[config.mk]
export PLATFORM = sky130hd
export DESIGN_NAME = pet_mem_ctl
export DESIGN_NICKNAME = d
export VERILOG_FILES = /design/src/rtl/pet_mem_pkg.sv /design/src/rtl/pet_dma_arb.sv /design/src/rtl/pet_mem_ctl.sv
export SDC_FILE = /design/constraint.sdc
export NUM_CORES = 1
export LEC_CHECK = 0
export ABC_AREA = 1
export BUFFER_PORTS_ARGS = -buffer_cell sky130_fd_sc_hd__buf_4
export CAP_MARGIN = 20
export CORE_MARGIN = 2
export CORE_UTILIZATION = 37
export CTS_CLUSTER_DIAMETER = 100
export DETAILED_ROUTE_END_ITERATION = 16
export PLACE_DENSITY = 0.81
export SLEW_MARGIN = 20
export SYNTH_ARGS = -nofsm -noshare
export SYNTH_HDL_FRONTEND = slang
export SYNTH_HIERARCHICAL = 1
export SYNTH_SLANG_ARGS = --single-unit
[constraint.sdc]
create_clock -name clk -period 1.5 [get_ports clk]
set_input_delay 0.3 -clock clk [delete_from_list [all_inputs] [get_ports clk]]
set_output_delay 0.3 -clock clk [all_outputs]
set_load 0.01 [all_outputs]
[src/rtl/pet_mem_pkg.sv]
// Shared types and address-map constants for the PET memory controller.
// Expansion banking is compiled in only when PET_EXPRAM_EN is defined.
package pet_mem_pkg;

    typedef enum logic [2:0] {
        RAM,
        NONE,
        VRAM,
        ROM,
        IO
    } region_t;

    typedef enum logic [1:0] {
        DMA_IDLE,
        DMA_WAIT,
        DMA_ACC,
        DMA_DONE
    } dma_state_t;

    localparam int CTRL_WP_LO     = 0;
    localparam int CTRL_WP_HI     = 1;
    localparam int CTRL_BANK_LO   = 2;
    localparam int CTRL_BANK_HI   = 3;
    localparam int CTRL_KEEP_VRAM = 5;
    localparam int CTRL_KEEP_IO   = 6;
    localparam int CTRL_EN        = 7;

    localparam logic [15:0] CTRL_ADDR = 16'hFFF0;
    localparam logic [15:0] VRAM_BASE = 16'h8000;
    localparam logic [15:0] VRAM_END  = 16'h8FFF;
    localparam logic [15:0] IO_BASE   = 16'hE800;
    localparam logic [15:0] IO_END    = 16'hEFFF;
    localparam logic [16:0] EXP_BASE  = 17'h08000;

    function automatic logic in_range(input logic [15:0] a,
                                      input logic [15:0] lo,
                                      input logic [15:0] hi);
        return (a >= lo) && (a <= hi);
    endfunction

endpackage

[src/rtl/pet_dma_arb.sv]
// DMA slot arbiter: grants the shared memory port to DMA in the clock
// right after a CPU cycle, and pulses dma_ack when the access is done.
module pet_dma_arb
    import pet_mem_pkg::*;
(
    input  logic clk,
    input  logic reset,
    input  logic ce_1m,
    input  logic dma_req,
    output logic dma_slot,
    output logic dma_ack
);

    dma_state_t state_q;
    logic       ce_prev_q;
    logic       slot_q;
    logic       ack_q;

    always_ff @(posedge clk or posedge reset) begin
        if (reset) begin
            state_q   <= DMA_IDLE;
            ce_prev_q <= 1'b0;
            slot_q    <= 1'b0;
            ack_q     <= 1'b0;
        end else begin
            ce_prev_q <= ce_1m;
            slot_q    <= 1'b0;
            ack_q     <= 1'b0;
            case (state_q)
                DMA_IDLE: if (dma_req) state_q <= DMA_WAIT;
                DMA_WAIT: begin
                    // Falling edge of ce_1m marks the start of the CPU gap.
                    if (!ce_1m && ce_prev_q) begin
                        state_q <= DMA_ACC;
                        slot_q  <= 1'b1;
                    end
                end
                DMA_ACC: begin
                    if (ce_1m) begin
                        state_q <= DMA_WAIT;
                    end else begin
                        state_q <= DMA_DONE;
                        ack_q   <= 1'b1;
                    end
                end
                DMA_DONE: state_q <= DMA_IDLE;
                default:  state_q <= DMA_IDLE;
            endcase
        end
    end

    assign dma_slot = slot_q;
    assign dma_ack  = ack_q;

endmodule

[src/rtl/pet_mem_ctl.sv]
// PET memory controller: address decode, read mux, $FFF0 expansion
// register (PET_EXPRAM_EN) and CPU/DMA sharing of the memory port.
module pet_mem_ctl
    import pet_mem_pkg::*;
#(
    parameter int RAM_KB  = 32,
    parameter int VRAM_AW = 10,
    parameter int ROM_AW  = 15
) (
    input  logic               clk,
    input  logic               reset,
    input  logic               ce_1m,
    input  logic [15:0]        cpu_addr,
    input  logic [7:0]         cpu_din,
    input  logic               cpu_we,
    output logic [7:0]         cpu_dout,
    output logic [16:0]        mem_addr,
    output logic [7:0]         mem_din,
    output logic               ram_we,
    output logic               vram_we,
    output logic               rom_we,
    output logic [VRAM_AW-1:0] vram_addr,
    input  logic [7:0]         ram_q,
    input  logic [7:0]         vram_q,
    input  logic [7:0]         rom_q,
    input  logic [7:0]         io_q,
    output logic               io_sel,
    input  logic               dma_req,
    input  logic               dma_we,
    input  logic [16:0]        dma_addr,
    input  logic [7:0]         dma_din,
    output logic [7:0]         dma_dout,
    output logic               dma_ack,
    output logic [7:0]         ctrl_reg
);

    localparam logic [16:0] RAM_TOP  = 17'(RAM_KB * 1024);
    localparam logic [16:0] ROM_MASK = 17'((1 << ROM_AW) - 1);

    logic [7:0]  ctrl_v;
    region_t     cpu_rgn;
    logic [16:0] cpu_phys;
    logic        cpu_wp;
    logic [1:0]  bank;
    logic        cpu_wr;
    logic        dma_slot;
    logic        dma_go;
    logic        dma_ram_ok;
    logic [7:0]  dma_rd;
    region_t     sel_q;
    logic        rd_vld_q;
    logic [7:0]  dma_dout_q;

    assign cpu_wr = ce_1m & cpu_we & ~reset;

`ifdef PET_EXPRAM_EN
    localparam logic EXP_BUILD = 1'b1;
    logic [7:0] ctrl_q;

    always_ff @(posedge clk or posedge reset) begin
        if (reset)
            ctrl_q <= 8'h00;
        else if (cpu_wr && cpu_addr == CTRL_ADDR)
            ctrl_q <= cpu_din;
    end
    assign ctrl_v = ctrl_q;
`else
    localparam logic EXP_BUILD = 1'b0;
    assign ctrl_v = 8'h00;
`endif

    always_comb begin
        cpu_rgn  = ROM;
        cpu_phys = {1'b0, cpu_addr};
        cpu_wp   = 1'b0;
        bank     = 2'd0;
        if (!cpu_addr[15]) begin
            cpu_rgn = ({1'b0, cpu_addr} < RAM_TOP) ? RAM : NONE;
        end else begin
            if (in_range(cpu_addr, VRAM_BASE, VRAM_END)) begin
                cpu_rgn = VRAM;
            end else if (in_range(cpu_addr, IO_BASE, IO_END)) begin
                cpu_rgn = IO;
            end else begin
                cpu_phys = {1'b0, cpu_addr} & ROM_MASK;
            end
            if (ctrl_v[CTRL_EN]) begin
                // Lower half picks bank 0/2, upper half bank 1/3.
                bank   = cpu_addr[14] ? {ctrl_v[CTRL_BANK_HI], 1'b1}
                                      : {ctrl_v[CTRL_BANK_LO], 1'b0};
                cpu_wp = cpu_addr[14] ? ctrl_v[CTRL_WP_HI] : ctrl_v[CTRL_WP_LO];
                if (!((cpu_rgn == VRAM && ctrl_v[CTRL_KEEP_VRAM]) ||
                      (cpu_rgn == IO && ctrl_v[CTRL_KEEP_IO]))) begin
                    cpu_rgn  = RAM;
                    cpu_phys = EXP_BASE + {1'b0, bank, 14'h0} + {3'b000, cpu_addr[13:0]};
                end
            end
        end
    end

    pet_dma_arb u_arb (
        .clk      (clk),
        .reset    (reset),
        .ce_1m    (ce_1m),
        .dma_req  (dma_req),
        .dma_slot (dma_slot),
        .dma_ack  (dma_ack)
    );

    // A CPU cycle landing on the DMA slot takes the port; the arbiter retries.
    assign dma_go     = dma_slot & ~ce_1m;
    assign dma_ram_ok = EXP_BUILD | ~dma_addr[15];
    assign dma_rd     = dma_addr[16] ? rom_q : ram_q;

    always_comb begin
        mem_addr  = cpu_phys;
        mem_din   = cpu_din;
        vram_addr = cpu_addr[VRAM_AW-1:0];
        ram_we    = cpu_wr & (cpu_rgn == RAM) & ~cpu_wp;
        vram_we   = cpu_wr & (cpu_rgn == VRAM);
        rom_we    = 1'b0;
        if (dma_go) begin
            mem_din  = dma_din;
            vram_we  = 1'b0;
            mem_addr = dma_addr[16] ? (dma_addr & ROM_MASK) : dma_addr;
            ram_we   = dma_we & ~dma_addr[16] & dma_ram_ok;
            rom_we   = dma_we & dma_addr[16];
        end
    end

    always_ff @(posedge clk or posedge reset) begin
        if (reset) begin
            sel_q      <= RAM;
            rd_vld_q   <= 1'b0;
            dma_dout_q <= 8'h00;
        end else begin
            if (ce_1m) begin
                sel_q    <= cpu_rgn;
                rd_vld_q <= 1'b1;
            end
            if (dma_ack)
                dma_dout_q <= dma_rd;
        end
    end

    // Memory data arrives one clock after the address, matching sel_q.
    always_comb begin
        cpu_dout = 8'h00;
        if (rd_vld_q) begin
            case (sel_q)
                RAM:     cpu_dout = ram_q;
                VRAM:    cpu_dout = vram_q;
                ROM:     cpu_dout = rom_q;
                IO:      cpu_dout = io_q;
                default: cpu_dout = 8'hFF;
            endcase
        end
    end

    assign dma_dout = dma_ack ? dma_rd : dma_dout_q;
    assign io_sel   = ce_1m & (cpu_rgn == IO);
    assign ctrl_reg = ctrl_v;

endmodule

==> results of run 1 <==
-- per-stage QoR --
stage / cells / util / hold slack [ns]
after floorplan: 274 / - / 0.0785
after global placement: 445 / 0.642 / 0.226
after detailed placement: 445 / 0.642 / 0.230
after CTS: 462 / 0.800 / 0.101
after global routing: 464 / 0.850 / 0.117
final: 464 / 0.850 / 0.0884
-- cell type report --
type / instances / area (um^2) / share of cell area
Timing Repair Buffer: 164 / 1430 / 0.415
Multi-Input combinational cell: 210 / 1370 / 0.397
Sequential cell: 17 / 429 / 0.125
Inverter: 16 / 75.1 / 0.0218
Tap cell: 50 / 62.6 / 0.0181
Clock buffer: 3 / 41.3 / 0.0120
Timing Repair inverter: 3 / 33.8 / 0.00980
Clock inverter: 1 / 7.51 / 0.00218
-- registers in the layout, summed over array words and instances (netlist names) --
register	count
u_arb/dma_slot	1
u_arb/ce_prev_q	1
rd_vld_q	1
sel_q	3
dma_dout_q	8
u_arb/dma_ack	1
u_arb/state_q	2
-- power groups by stage --
stage               logic [mW]  clock network [mW]  registers [mW]
floorplan                0.615                   0           0.639
global placement          1.20                   0           0.650
detailed placement        1.22                   0           0.655
CTS                       1.66               0.352           0.663
global route              2.06               0.370           0.707
finish                    1.97               0.350           0.699
-- routing by layer --
layer	GRT usage	wire [um]	vias to the layer above
li1	-	-	1119
met1	0.309	2900	1164
met2	0.587	4610	168
met3	0.0727	752	42
met4	0.142	447	0
met5	0	0	-
-- timing repair --
action,4_1_cts,5_1_grt
setup buffers,7,2
gates cloned,5,0
pin swaps,29,21
gates resized for setup,140,42
hold buffers,1,0
endpoints found under the hold margin,5,0
endpoints found under the setup margin,42,42
-- cells by family (layout without fill, tap and decap cells) --
| logic type | Yosys count | count (layout) | share of synthesized area |
|---|---|---|---|
| buf+inv | 47 | 187 | 0.176 |
| compound gates | 15 | 15 | 0.0567 |
| other cells | 1 | 9 | 0.00236 |
| simple gates | 186 | 186 | 0.498 |
| flops | 17 | 17 | 0.268 |
-- worst reg2reg max path, delay by kind of cell, from the launching register on --
| kind | cells | cell delay (ns) |
|---|---|---|
| compound gates | 1 | 0.04 |
| buf+inv | 2 | 0.31 |
| flops | 1 | 0.47 |
| simple gates | 1 | 0.12 |
-- synthesized netlist by cell type --
cell        n
nand2_1   111
nor2_1     30
nand3_1    29
buf_4      20
dfrtp_1    17
inv_1      12
nand4_1    10
a31oi_1     8
buf_2       8
o21ai_0     5
nor2_4      3
buf_6       2
clkinv_1    2
clkbuf_1    1
conb_1      1
inv_2       1
inv_4       1
nand2_2     1
nand3b_1    1
nor2_2      1
o21ai_2     1
o22ai_1     1
-- worst max-delay path by stage --
stage	endpoint	slack, ns	startpoint	cells past startpoint
finish	cpu_dout[1]	-0.30	sel_q[0]	7
global route	cpu_dout[1]	-0.43	sel_q[0]	7
CTS	cpu_dout[2]	-0.24	sel_q[0]	7
detailed placement	cpu_dout[2]	-0.08	sel_q[0]	6
global placement	cpu_dout[4]	0.02	sel_q[0]	7
floorplan	dma_dout[5]	0.08	u_arb/dma_ack	4
==> flow_summary.json, run 1 <==
{
  "outcome": "finished, violations left",
  "violations": "setup timing",
  "worstPathMaxFanout": 13,
  "core_area_um2": 4060,
  "htree_levels": 1,
  "arrival_ns": 1.50,
  "yosys.area.top_type": "dfrtp_1",
  "vias": 2493,
  "r2r_setup_slack_ns": 0.46,
  "dp_slack_ns": -0.0757,
  "critical_path.top_delay_family": "simple AND/OR/NAND/NOR gates",
  "clk_pin_slew_worst_paths_ns": 0.07,
  "hold_class": "primary input to async pin",
  "fin_nets": 502,
  "syn-cell-area_um2": 1590,
  "routed_via_density": 5.37,
  "max_freq_ghz": 0.555,
  "ys.warnings.count": 6,
  "finClkSkew_ns": 0.0110,
  "fp-row-count": 23,
  "die_y_um": 69.5,
  "grt_pass1_wl_um": 11800,
  "place.port_buffers": 141,
  "p_leak_nw": 1.76,
  "slew_violations": 0,
  "worst_setup_path_end_kind": "output pin",
  "final_hold_viol_count": 0,
  "synth-seq-cells": 17,
  "cts_made_buffers": 3,
  "worstSkewPairLatency_ns": 0.26,
  "place.gp.congestion": 0.946,
  "min_period_ns": 1.80,
  "path_buf_inv": 2,
  "comb_power_share": 0.652,
  "setup_viol_count_final": 39,
  "layout-drive-gt1-share": 0.623,
  "cts_root_buf": "clkbuf_8",
  "cap_violations": 0,
  "post_drt_wl_per_cell_um": 18.8,
  "cp_cell_sequence": "nor2_4, buf_12, nand3_1, nand3_1, nor2_1, nor2_1, buf_4",
  "fillers": 214,
  "clock_power_share": 0.116,
  "setup-tns-final_ns": -4.41,
  "cts.sinks": 17,
  "boundaryPins": 151,
  "final_common_cell": "buf_4",
  "grt-ovfl-total": 0,
  "grt_antenna_before_repair": 0,
  "cts_buffer_depth": 2,
  "synth_area_leaders": "dfrtp_1 27%, nand2_1 26%, buf_4 9.4%",
  "grt_max_degree": 14,
  "max-vdd-ir-drop_v": 0.000505,
  "synth_cell_types": 22,
  "reg2regPathDepth": 4,
  "timing.rr.end": "dma_dout_q[0]",
  "dpl_cell_area_um2": 2610,
  "syn_area_per_cell_um2": 5.97,
  "dieWidth_um": 69.5,
  "start_util": 0.392,
  "rsz0062_at_grt": "true",
  "cts_tree": "done",
  "drt_iter0_markers": 155,
  "setup_ws_ns": -0.300,
  "antenna_cells": 0,
  "drc": 0,
  "cp_data_required_time_ns": 1.20,
  "final_antenna_net_count": 0,
  "p_int_mw": 1.81,
  "cpPeakStageDelay_ns": 0.46,
  "totalWireLength_um": 8700,
  "fin_area_um2": 3450,
  "timing.rr.start": "u_arb/dma_ack",
  "swShare": 0.399,
  "worst_path_max_delay_cell": "dfrtp_2",
  "grt_use_total": 0.307,
  "firstDrtPassIters": 4,
  "final_cell_mix": "121 x buf_4, 56 x nand2_1, 36 x nand2_2, 36 x buf_6, 28 x nand3_1",
  "crit_type": "register to output pin",
  "place_hpwl_um": 4910,
  "cellPowerDensity_nw_per_um2": 875,
  "fp.dieArea_um2": 4840,
  "grt_pass1_vias": 2475,
  "yosysTopAreaCellShare": 0.268,
  "p_seq_frac": 0.232,
  "syn2layout_area_growth_pct": 117,
  "ys_seq_area_frac": 0.268,
  "crit_path_start_kind": "register",
  "synthCells": 266,
  "fin_crit_sh": 1.20,
  "p_sw_mw": 1.20,
  "power_mw": 3.02
}
Power figures use the tool's default switching activity.
==> inputs of run 2 (changes only) <==
--- a/config.mk
+++ b/config.mk
@@ -6,13 +6,13 @@
 export NUM_CORES = 1
 export LEC_CHECK = 0
 export ABC_AREA = 1
-export BUFFER_PORTS_ARGS = -buffer_cell sky130_fd_sc_hd__buf_4
 export CAP_MARGIN = 20
-export CORE_MARGIN = 2
-export CORE_UTILIZATION = 37
+export CORE_AREA = 2 2 58 60
 export CTS_CLUSTER_DIAMETER = 100
 export DETAILED_ROUTE_END_ITERATION = 16
-export PLACE_DENSITY = 0.81
+export DIE_AREA = 0 0 60 62
+export DONT_BUFFER_PORTS = 1
+export PLACE_DENSITY = 0.67
 export SLEW_MARGIN = 20
 export SYNTH_ARGS = -nofsm -noshare
 export SYNTH_HDL_FRONTEND = slang
==> flow_summary.json, run 2 (synthesis results as in run 1) <==
{
  "outcome": "finished, violations left",
  "violations": "setup timing",
  "fin_crit_sh": 1.17,
  "fin_util": 0.802,
  "cts_tree": "done",
  "power_mw": 2.28,
  "grt_use_total": 0.242,
  "htree_levels": 1,
  "grt-ovfl-total": 0,
  "final_antenna_net_count": 0,
  "start_util": 0.500,
  "clk_pin_slew_worst_paths_ns": 0.12,
  "cts_buffer_depth": 2,
  "drt_iter0_markers": 54,
  "fp.dieArea_um2": 3720,
  "grt_max_degree": 14,
  "multi_input_area_um2": 1540,
  "drc": 0,
  "boundaryPins": 151,
  "core_area_um2": 3180,
  "cp_cell_sequence": "inv_2, nor2_4, buf_6, buf_12, nand2_2, o21ai_2, buf_4",
  "max-vdd-ir-drop_v": 0.000444,
  "grt_pass1_wl_um": 6670,
  "worstSkewPairLatency_ns": 0.31,
  "cts_root_buf": "clkbuf_4",
  "largest_register_ffs": 8,
  "fp-row-count": 21,
  "largest_register": "dma_dout_q",
  "placed_cells": 306,
  "fillers": 210,
  "final_cell_mix": "48 x nand2_1, 44 x nand2_4, 22 x nand3_1, 20 x nand2_2",
  "cts_made_buffers": 3,
  "syn2layout_area_growth_pct": 60.6,
  "crit_path_start_kind": "register",
  "max_freq_ghz": 0.569,
  "r2r_setup_slack_ns": 0.46,
  "finClkSkew_ns": 0.0156,
  "p_leak_nw": 1.22,
  "final_hold_viol_count": 0,
  "grt_antenna_before_repair": 0,
  "cpPeakStageDelay_ns": 0.37,
  "cts.sinks": 17,
  "grt_pass1_vias": 1461,
  "totalWireLength_um": 5790,
  "hold_class": "primary input to register",
  "slew_violations": 0,
  "cp_data_required_time_ns": 1.20,
  "routed_via_density": 5.55,
  "place.port_buffers": 0,
  "crit_type": "register to output pin",
  "arrival_ns": 1.46,
  "dieWidth_um": 60,
  "setup_ws_ns": -0.256,
  "cap_violations": 0,
  "setup-tns-final_ns": -6.48,
  "stdcell_count": 328,
  "fin_nets": 370,
  "dpl_cell_area_um2": 1600,
  "post_drt_wl_per_cell_um": 17.6,
  "worstPathMaxFanout": 7,
  "firstDrtPassIters": 4,
  "seq_area_um2": 429,
  "top_regs": "dma_dout_q (8), sel_q (3), u_arb/state_q (2)",
  "fin_area_um2": 2550,
  "min_period_ns": 1.76,
  "vias": 1819,
  "cellPowerDensity_nw_per_um2": 893,
  "rsz0062_at_grt": "true",
  "setup_viol_count_final": 41,
  "final_common_cell": "nand2_1",
  "antenna_cells": 0,
  "layout-drive-gt1-share": 0.518,
  "die_y_um": 62,
  "worst_setup_path_end_kind": "output pin",
  "place.gp.congestion": 0.807,
  "worst_path_max_delay_cell": "dfrtp_1",
  "place_hpwl_um": 3570
}
## run 2: cell types whose count changed in the layout (fill, tap and decap cells not counted), moves of 3 or more
cell      change
nor2_2        +9
nand3_1       -6
nor2_1        -7
clkbuf_8      -3
nand2_1       -8
buf_6        -26
nand2_2      -16
nand2_4      +24
buf_4       -108
clkbuf_4      +3
nand3_2       +5
inv_8         -3
## run 2: final timing paths
kind	to	cells after the start	from
min in group asynchronous	u_arb/dma_slot	2	reset
hold / removal	u_arb/state_q[0]	2	dma_req
setup reg to reg	dma_dout_q[7]	3	u_arb/dma_ack
max in group asynchronous	sel_q[0]	3	reset
setup / recovery	mem_addr[13]	7	u_arb/dma_slot
hold reg to reg	u_arb/state_q[0]	3	u_arb/ce_prev_q
## run 2: metal layers
metal / global-route usage / up-vias / routed length (um)
li1: - / 861 / -
met1: 0.250 / 852 / 1910
met2: 0.469 / 92 / 3310
met3: 0.0683 / 14 / 426
met4: 0.0825 / 0 / 146
met5: 0 / - / 0
## run 2: per-stage QoR
stage / worst slack (ns) / hold WS, ns
4_1_cts: -0.194 / 0.00460
5_1_grt: -0.319 / 0.132
3_5_place_dp: 0.0711 / 0.0989
6_report: -0.256 / 0.128
3_3_place_gp: 0.0945 / 0.0971
2_1_floorplan: 0.0844 / 0.0785
## run 2: timing repair
action / 4_1_cts / 5_1_grt
pin swaps: 6 / 42
gates cloned: 2 / 4
endpoints found under the setup margin: 42 / 43
hold endpoints to repair: 17 / 1
resized for setup: 70 / 123
buffers inserted: 6 / 6
hold buffers: 1 / 1
## run 2: worst max-delay path, delay by kind of cell, from the launching register on
kind	cells	cell delay, ns
buf+inv	4	0.46
simple gates	2	0.26
compound gates	1	0.05
flops	1	0.37
## run 2: power breakdown
part           switching (mW)  internal [mW]  total [mW]  leakage, nW
registers              0.0943          0.592       0.686        0.193
logic                   0.744          0.585        1.33         1.01
clock network           0.162          0.102       0.264       0.0139
total                    1.00           1.28        2.28         1.22
## run 2: cell type report
type,count,share of cell area
Sequential cell,17,0.168
Clock buffer,3,0.00883
Inverter,16,0.0309
Tap cell,46,0.0226
Timing Repair inverter,3,0.0162
Timing Repair Buffer,32,0.147
Multi-Input combinational cell,210,0.603
Clock inverter,1,0.00294
